### config.mk
export PLATFORM = sky130hd
export DESIGN_NAME = instr_fetch_queue_flat
export DESIGN_NICKNAME = d
export VERILOG_FILES = /design/src/rtl/instr_fetch_queue_if.sv /design/src/rtl/instr_fetch_queue.sv /design/src/flat_wrapper.sv
export SDC_FILE = /design/constraint.sdc
export NUM_CORES = 1
export LEC_CHECK = 0
export CAP_MARGIN = 30
export CORE_UTILIZATION = 57
export CTS_BUF_LIST = sky130_fd_sc_hd__clkbuf_4 sky130_fd_sc_hd__clkbuf_8
export DETAILED_ROUTE_END_ITERATION = 8
export DONT_BUFFER_PORTS = 1
export PLACE_DENSITY = 0.74
export SLEW_MARGIN = 20
export SYNTH_ARGS = -nofsm -noshare
export SYNTH_HDL_FRONTEND = slang
export SYNTH_SLANG_ARGS = --single-unit
### constraint.sdc
create_clock -name CLK -period 3.1 [get_ports CLK]
set_clock_uncertainty 0.05 [all_clocks]
set_input_delay 0.62 -clock CLK [delete_from_list [all_inputs] [get_ports CLK]]
set_output_delay 0.62 -clock CLK [all_outputs]
set_load 0.01 [all_outputs]
### src/rtl/instr_fetch_queue_if.sv
`default_nettype none
// ============================================================================
// Module      : instr_fetch_queue_if
// Description : Fetch-side bundle. It groups the IF request, the ROM port and
//               the decode handshake of the instruction fetch queue.
// Revision    : 1.0 - initial release
// ============================================================================
interface instr_fetch_queue_if #(
  parameter int PW    = 16,
  parameter int IW    = 9,
  parameter int DEPTH = 4
);
  logic [PW-1:0]              PC;
  logic                       PC_valid;
  logic                       Flush;
  logic                       Fetch_stall;
  logic [PW-1:0]              Rom_addr;
  logic                       Rom_en;
  logic [IW-1:0]              Rom_data;
  logic [IW-1:0]              Instr;
  logic [PW-1:0]              Instr_PC;
  logic                       Instr_valid;
  logic                       Dec_ready;
  logic [$clog2(DEPTH):0]     Count;

  // Environment side: IF stage, ROM and decode
  modport master (
    output PC, PC_valid, Flush, Rom_data, Dec_ready,
    input  Fetch_stall, Rom_addr, Rom_en, Instr, Instr_PC, Instr_valid, Count
  );

  // Queue side
  modport slave (
    input  PC, PC_valid, Flush, Rom_data, Dec_ready,
    output Fetch_stall, Rom_addr, Rom_en, Instr, Instr_PC, Instr_valid, Count
  );
endinterface
`default_nettype wire

### src/rtl/instr_fetch_queue.sv
`default_nettype none
// ============================================================================
// Module      : instr_fetch_queue
// Description : Queue between the IF stage and decode. It issues synchronous
//               ROM reads and buffers {instruction, PC} pairs in a FWFT FIFO.
//               Flush and Init drop all queued and in-flight entries.
// Revision    : 1.0 - initial release
// ============================================================================
module instr_fetch_queue #(
  parameter int PW    = 16,
  parameter int IW    = 9,
  parameter int DEPTH = 4
) (
  input  wire logic           CLK,
  input  wire logic           Init,
  instr_fetch_queue_if.slave  bus
);

  localparam int c_AW = $clog2(DEPTH);
  localparam int c_CW = c_AW + 1;
  localparam int c_SW = c_AW + 2;

  logic [c_CW-1:0] r_count;
  logic [c_AW-1:0] r_wptr;
  logic [c_AW-1:0] r_rptr;
  logic            r_pending;
  logic [PW-1:0]   r_req_pc;
  logic [IW-1:0]   r_mem_instr [DEPTH];
  logic [PW-1:0]   r_mem_pc    [DEPTH];

  logic [c_SW-1:0] w_occ;
  logic            w_stall;
  logic            w_accept;
  logic            w_push;
  logic            w_pop;
  logic            w_nonempty;

  // Occupancy includes the in-flight read; a same-cycle pop earns no credit,
  // so the stall depends only on registered state
  assign w_occ      = c_SW'(r_count) + c_SW'(r_pending);
  assign w_stall    = (w_occ >= c_SW'(DEPTH));
  assign w_accept   = bus.PC_valid & ~w_stall & ~bus.Flush & ~Init;
  assign w_push     = r_pending & ~bus.Flush & ~Init;
  assign w_nonempty = (r_count != '0);
  assign w_pop      = w_nonempty & bus.Dec_ready;

  assign bus.Rom_addr    = bus.PC;
  assign bus.Rom_en      = w_accept;
  assign bus.Fetch_stall = w_stall;
  assign bus.Instr_valid = w_nonempty;
  assign bus.Count       = r_count;
  assign bus.Instr       = w_nonempty ? r_mem_instr[r_rptr] : '0;
  assign bus.Instr_PC    = w_nonempty ? r_mem_pc[r_rptr]    : '0;

  // Control state: pointers, occupancy and the one-deep in-flight request
  always_ff @(posedge CLK) begin
    if (Init) begin
      r_count   <= '0;
      r_wptr    <= '0;
      r_rptr    <= '0;
      r_pending <= 1'b0;
      r_req_pc  <= '0;
    end else if (bus.Flush) begin
      // Pointers realign so the empty queue restarts from a clean slot
      r_count   <= '0;
      r_wptr    <= '0;
      r_rptr    <= '0;
      r_pending <= 1'b0;
    end else begin
      r_pending <= w_accept;
      if (w_accept) begin
        r_req_pc <= bus.PC;
      end
      if (w_push) begin
        r_wptr <= r_wptr + 1'b1;
      end
      if (w_pop) begin
        r_rptr <= r_rptr + 1'b1;
      end
      if (w_push && !w_pop) begin
        assert (r_count != c_CW'(DEPTH));
        r_count <= r_count + 1'b1;
      end else if (!w_push && w_pop) begin
        r_count <= r_count - 1'b1;
      end
    end
  end

  // Entry storage; contents are qualified by the occupancy, so no reset
  always_ff @(posedge CLK) begin
    if (w_push) begin
      r_mem_instr[r_wptr] <= bus.Rom_data;
      r_mem_pc[r_wptr]    <= r_req_pc;
    end
  end

endmodule
`default_nettype wire

### src/flat_wrapper.sv
// flat-port wrapper written by rule: the top's interface ports become plain ports
module instr_fetch_queue_flat 
#(
  parameter int PW    = 16,
  parameter int IW    = 9,
  parameter int DEPTH = 4
)
  (CLK, Init, bus_PC, bus_PC_valid, bus_Flush, bus_Rom_data, bus_Dec_ready, bus_Fetch_stall, bus_Rom_addr, bus_Rom_en, bus_Instr, bus_Instr_PC, bus_Instr_valid, bus_Count);
  instr_fetch_queue_if #(.PW(PW), .IW(IW), .DEPTH(DEPTH)) bus_i ();
  input  wire logic CLK;
  input  wire logic Init;
  input wire logic [$bits(bus_i.PC)-1:0] bus_PC;
  input wire logic [$bits(bus_i.PC_valid)-1:0] bus_PC_valid;
  input wire logic [$bits(bus_i.Flush)-1:0] bus_Flush;
  input wire logic [$bits(bus_i.Rom_data)-1:0] bus_Rom_data;
  input wire logic [$bits(bus_i.Dec_ready)-1:0] bus_Dec_ready;
  output wire logic [$bits(bus_i.Fetch_stall)-1:0] bus_Fetch_stall;
  output wire logic [$bits(bus_i.Rom_addr)-1:0] bus_Rom_addr;
  output wire logic [$bits(bus_i.Rom_en)-1:0] bus_Rom_en;
  output wire logic [$bits(bus_i.Instr)-1:0] bus_Instr;
  output wire logic [$bits(bus_i.Instr_PC)-1:0] bus_Instr_PC;
  output wire logic [$bits(bus_i.Instr_valid)-1:0] bus_Instr_valid;
  output wire logic [$bits(bus_i.Count)-1:0] bus_Count;
  assign bus_i.PC = bus_PC;
  assign bus_i.PC_valid = bus_PC_valid;
  assign bus_i.Flush = bus_Flush;
  assign bus_i.Rom_data = bus_Rom_data;
  assign bus_i.Dec_ready = bus_Dec_ready;
  assign bus_Fetch_stall = bus_i.Fetch_stall;
  assign bus_Rom_addr = bus_i.Rom_addr;
  assign bus_Rom_en = bus_i.Rom_en;
  assign bus_Instr = bus_i.Instr;
  assign bus_Instr_PC = bus_i.Instr_PC;
  assign bus_Instr_valid = bus_i.Instr_valid;
  assign bus_Count = bus_i.Count;
  instr_fetch_queue #(.PW(PW), .IW(IW), .DEPTH(DEPTH)) u_core (.CLK(CLK), .Init(Init), .bus(bus_i));
endmodule
* Word-level counts from Yosys, hierarchy flattened *
Memories as Yosys holds them, arrays and structs flattened. A register that Yosys moved wholly into a read port is not among the register bits.
Index checks and enable logic that the tools add are counted.

word-level totals
  logic and storage cells = 40
  bits in read-only memories = 0
  latch bits = 0
  memories = 2
  register bits after elaboration = 24
  bits in writable memories = 100
  bits of input ports = 30

cells by class
  div/mod/pow operators = 0
  bitwise logic cells = 9
  muxes and demuxes = 10
  reductions and logical operators = 8
  $add $sub $neg = 5
  multipliers = 0
  eq/ne operators = 0
  magnitude comparators = 1
  shift-type cells = 0

memories
  memory              depth  width  rd ports  clocked after Yosys merged registers in  write ports  line                     source
  u_core.r_mem_pc     4      16     1         1                                        1            instr_fetch_queue.sv:29  logic [PW-1:0] r_mem_pc [DEPTH];
  u_core.r_mem_instr  4      9      1         1                                        1            instr_fetch_queue.sv:28  logic [IW-1:0] r_mem_instr [DEPTH];

operator list
  operator                                                                              number
  16-bit 2-to-1 mux                                                                     1
  9-bit 2-to-1 mux                                                                      1
  2-bit 2-to-1 mux                                                                      4
  1-bit AND                                                                             6
  3-bit 2-to-1 mux                                                                      2
  2-bit by 1-bit adder with 2-bit output (second input constant)                        2
  3-bit by 1-bit adder with 4-bit output                                                1
  4-bit by 3-bit greater-or-equal comparator with 1-bit output (second input constant)  1
  3-bit by 1-bit adder with 3-bit output (second input constant)                        1
  1-bit NOT                                                                             3
  3-bit nonzero test                                                                    1
  3-bit by 1-bit subtractor with 3-bit output (second input constant)                   1
  1-bit logical AND                                                                     2
  1-bit zero test                                                                       2
  1-bit 2-to-1 mux                                                                      2
  2-bit AND reduction                                                                   1
  2-bit nonzero test                                                                    1
  2-bit OR reduction                                                                    1

* Longest topological paths before layout *
  word-level depth = 7
  mapped depth = 10
  mapped depth without buffers = 8

* Worst setup path after synthesis *
Ideal clock, no wire load.

  path type = input port to flip-flop
  start point = input Init
  end point = register u_core.r_count[2] (netlist: u_core.bus.Count[2])
  cell stages on the path = 10
  required time = 2.980 ns
  arrival time = 2.333 ns
  path slack = 0.647 ns
  path buffers = 2
  cell sequence = buf_6 -> clkbuf_1 -> nor2_1 -> and2_1 -> ha_1 -> inv_1 -> fa_1 -> xor2_1 -> or3_1 -> a21oi_1

between the ends
  longest elaborated chain between the ends = 5

RTL lines
  item                                 line                     source
  from (decl)                          flat_wrapper.sv:11       input wire logic Init;
  1-bit NOT (*)                        instr_fetch_queue.sv:43  assign w_push = r_pending & ~bus.Flush & ~Init;
  1-bit AND (*)                        instr_fetch_queue.sv:43
  via u_core.w_push                    instr_fetch_queue.sv:34  logic w_push;
  1-bit zero test                      instr_fetch_queue.sv:83  end else if (!w_push && w_pop) begin
  1-bit logical AND                    instr_fetch_queue.sv:83
  2-bit nonzero test (no source line)  --
  to (signal assigned)                 instr_fetch_queue.sv:82  r_count <= r_count + 1'b1;
  to (signal assigned)                 instr_fetch_queue.sv:84  r_count <= r_count - 1'b1;
  to (decl)                            instr_fetch_queue.sv:23  logic [c_CW-1:0] r_count;

Mark *: on every way through the listed nets, which the timed path passes. The rest lies on a longest branch.
A chain may end at the register's enable or synchronous reset.

==> flow_summary.toml <==
[power_and_ir_drop]
power_density_mw_per_mm2 = 594
p_seq_frac = 0.566
p_leak_nw = 1.80
ir_worst_vdd_mv = 0.321
fin_total_pwr_mw = 3.28
power_frac_comb = 0.023
p_switching_mw = 0.689
p_int_mw = 2.59
p_clk_frac = 0.411
swShare = 0.210

[worst_setup_path]
critical_path_class = "reg2out"
cp.required_ns = 2.43
arrival_ns = 1.96
end_kind = "primary output"
rr_endpoint = "u_core.bus.Count[2]$_SDFFE_PP0P_"
r2r_start = "u_core.bus.Count[0]$_SDFFE_PP0P_"
rrSetupSlack_ns = 0.80
critPathMaxFanout = 11
critPathLaunchType = "flip-flop"
r2r_cells = 7

[timing]
fmax_ghz = 0.380
final_max_slew_viol_count = 0
timing.final.crit_period_ns = 2.63
setup_tns_ns = 0
maxSlewHeadroom = 0.538
rsz0062_at_grt = "false"
min_period_over_period = 0.849
tightest_slew_ns = 0.693
setup_viol = 0
final_hold_viol_count = 0

[place]
dp_hpwl_um = 5390
io_buffers = 0
gp_congestion = 0.702

[hold_path]
hold_path.class = "in2reg"
worstHoldEndpoint = "u_core.r_mem_instr[2][8]$_DFFE_PP_"
min_from = "bus_Rom_data[8]"
worstHoldPathCells = 0

[grt]
grt_antenna_before_repair = 0
globalRouteTotalUtil = 0.196
grt_pass1_vias = 2417
grt_overflow = 0
grt_max_degree = 29
grt_pass1_wl_um = 12600

[synth]
synth_area_per_cell_um2 = 17.0
yosys.area.top_type = "edfxtp_1"
synth_nets = 335
yosysSeqAreaShare = 0.691
ys_top_cells_by_area = "edfxtp_1 59%, mux4_2 11%, dfxtp_1 10%"
synth.top_cell.area_share = 0.589
synth-main-ff-cell = "edfxtp_1"
synth_edf_count = 100
ys_ff_latch = 126
async_flop_share = 0
synth_cells = 299
synth-warning-count = 0
netlist_area_mm2 = 0.00510
yosysUniqueCellTypes = 30

[clocking]
postCtsSetupBuffers = 0
htreeDepth = 4
cts_sinks = 126
path_clk_slew_ns = 0.07
root_buffer = "clkbuf_8"
cts_hold_buf = 0
cts_resized = 0
numCtsBuffers = 17
cts_tree = "built"
clock_path_buffers = 2
insertion_delay_ns = 0.42

[floorplan]
io_pins = 77
core_area_mm2 = 0.00868
die-area_mm2 = 0.00932
die_h_um = 96.6
start_util = 0.587
num_rows = 34
dieWidth_um = 96.6

[route]
detail_route.first_pass.iterations = 5
wire_per_inst_um = 20.0
viasPerCell = 5.71
num_vias = 2392
finalWirelength_um = 8370
ant_nets = 0
drcViolationCount = 0
drtIter0Drc = 174

[finish]
post-route-util = 0.636
syn_to_final_growth_pct = 8.30
final_cell_mix = "100 x edfxtp_1, 25 x mux4_2, 25 x nor2b_1, 25 x dfxtp_1, 17 x clkbuf_8"
antennaDiodeCount = 0
drive_gt1_frac = 0.267
mostFrequentLayoutCell = "edfxtp_1"
final_nets = 334

[job]
drv_cap = 0

[outcome]
status = "finished clean"
## worst max-delay path by stage
stage	slack (ns)	from	cells after the start	end
3_5_place_dp	0.79	u_core.bus.Count[0]$_SDFFE_PP0P_	7	u_core.bus.Count[2]$_SDFFE_PP0P_
6_report	0.47	flip-flop	3	bus_Instr_PC[14]
2_1_floorplan	0.65	Init	10	u_core.bus.Count[2]$_SDFFE_PP0P_
5_1_grt	0.31	flip-flop	3	bus_Instr_PC[14]
4_1_cts	0.40	flip-flop	3	bus_Instr_PC[14]
3_3_place_gp	0.84	Init	8	u_core.bus.Count[2]$_SDFFE_PP0P_
## through the flow
| step | std cells | instance area [um2] | hold slack, ns | setup slack (ns) |
|---|---|---|---|---|
| after floorplan | 299 | 5100 | 0.409 | 0.647 |
| final | 419 | 5520 | 0.242 | 0.469 |
| after detailed placement | 387 | 5130 | 0.441 | 0.788 |
| after CTS | 419 | 5520 | 0.220 | 0.401 |
| after global placement | 387 | 5130 | 0.422 | 0.845 |
| after global routing | 419 | 5520 | 0.204 | 0.314 |
## synth_stat cells (2+ instances only)
cell type,count
or3_1,2
buf_4,17
xor2_1,3
inv_1,5
nor2b_1,25
buf_6,4
ha_1,5
dfxtp_1,26
buf_2,6
mux4_2,25
and2_1,3
edfxtp_1,100
and3_1,4
nand3_1,16
o21ai_0,9
a21oi_1,2
nand2b_1,16
clkbuf_1,4
mux2i_1,2
o21ai_2,9
nor2_1,7
## layout make-up
type | instances | area [um2]
inverter | 5 | 18.8
sequential | 126 | 3520
clock buffer | 18 | 241
fill | 614 | 3160
multi-input combinational | 136 | 1330
clock inverter | 14 | 144
timing repair buffer | 12 | 128
tap | 108 | 135
## power groups by stage
stage | clock network [mW] | logic, mW | registers, mW
detailed placement | 0 | 0.0749 | 1.89
global route | 1.45 | 0.0829 | 1.86
global placement | 0 | 0.0731 | 1.89
floorplan | 0 | 0.0884 | 1.89
CTS | 1.37 | 0.0753 | 1.86
finish | 1.35 | 0.0738 | 1.86
## flip-flops by register name, indices dropped and copies added, names as in the netlist, named ones only
signal	count
u_core.bus.Count	3
u_core.r_wptr	2
u_core.r_mem_instr	36
u_core.r_rptr	2
u_core.r_pending	1
u_core.r_req_pc	16
u_core.r_mem_pc	64
## critical path, cell delays in order (launching register included)
cell and delay (ns):
dfxtp_2 0.50, buf_4 0.31, mux4_2 0.55, nor2b_1 0.18
## per-layer routing
metal  global-route usage  part of all wire  up-vias
li1                     -                 -     1112
met1                0.254              0.43     1193
met2                0.298              0.49       78
met3               0.0829             0.072        9
met4               0.0674            0.0074        0
met5                    0                 0        -
## logic make-up (layout without fill, tap and decap cells)
kind of cell / count (synthesis) / in the layout / synth area share
XOR/XNOR: 4 / 4 / 0.00688
multiplexers: 27 / 27 / 0.114
flip-flops: 126 / 126 / 0.691
adder cells (fa/ha/maj): 6 / 6 / 0.0162
AO/OA/AOI/OAI: 22 / 22 / 0.0319
buffers and inverters: 37 / 49 / 0.0493
AND/OR/NAND/NOR: 77 / 77 / 0.0899
No activity file was read; power rests on OpenSTA's default activity.
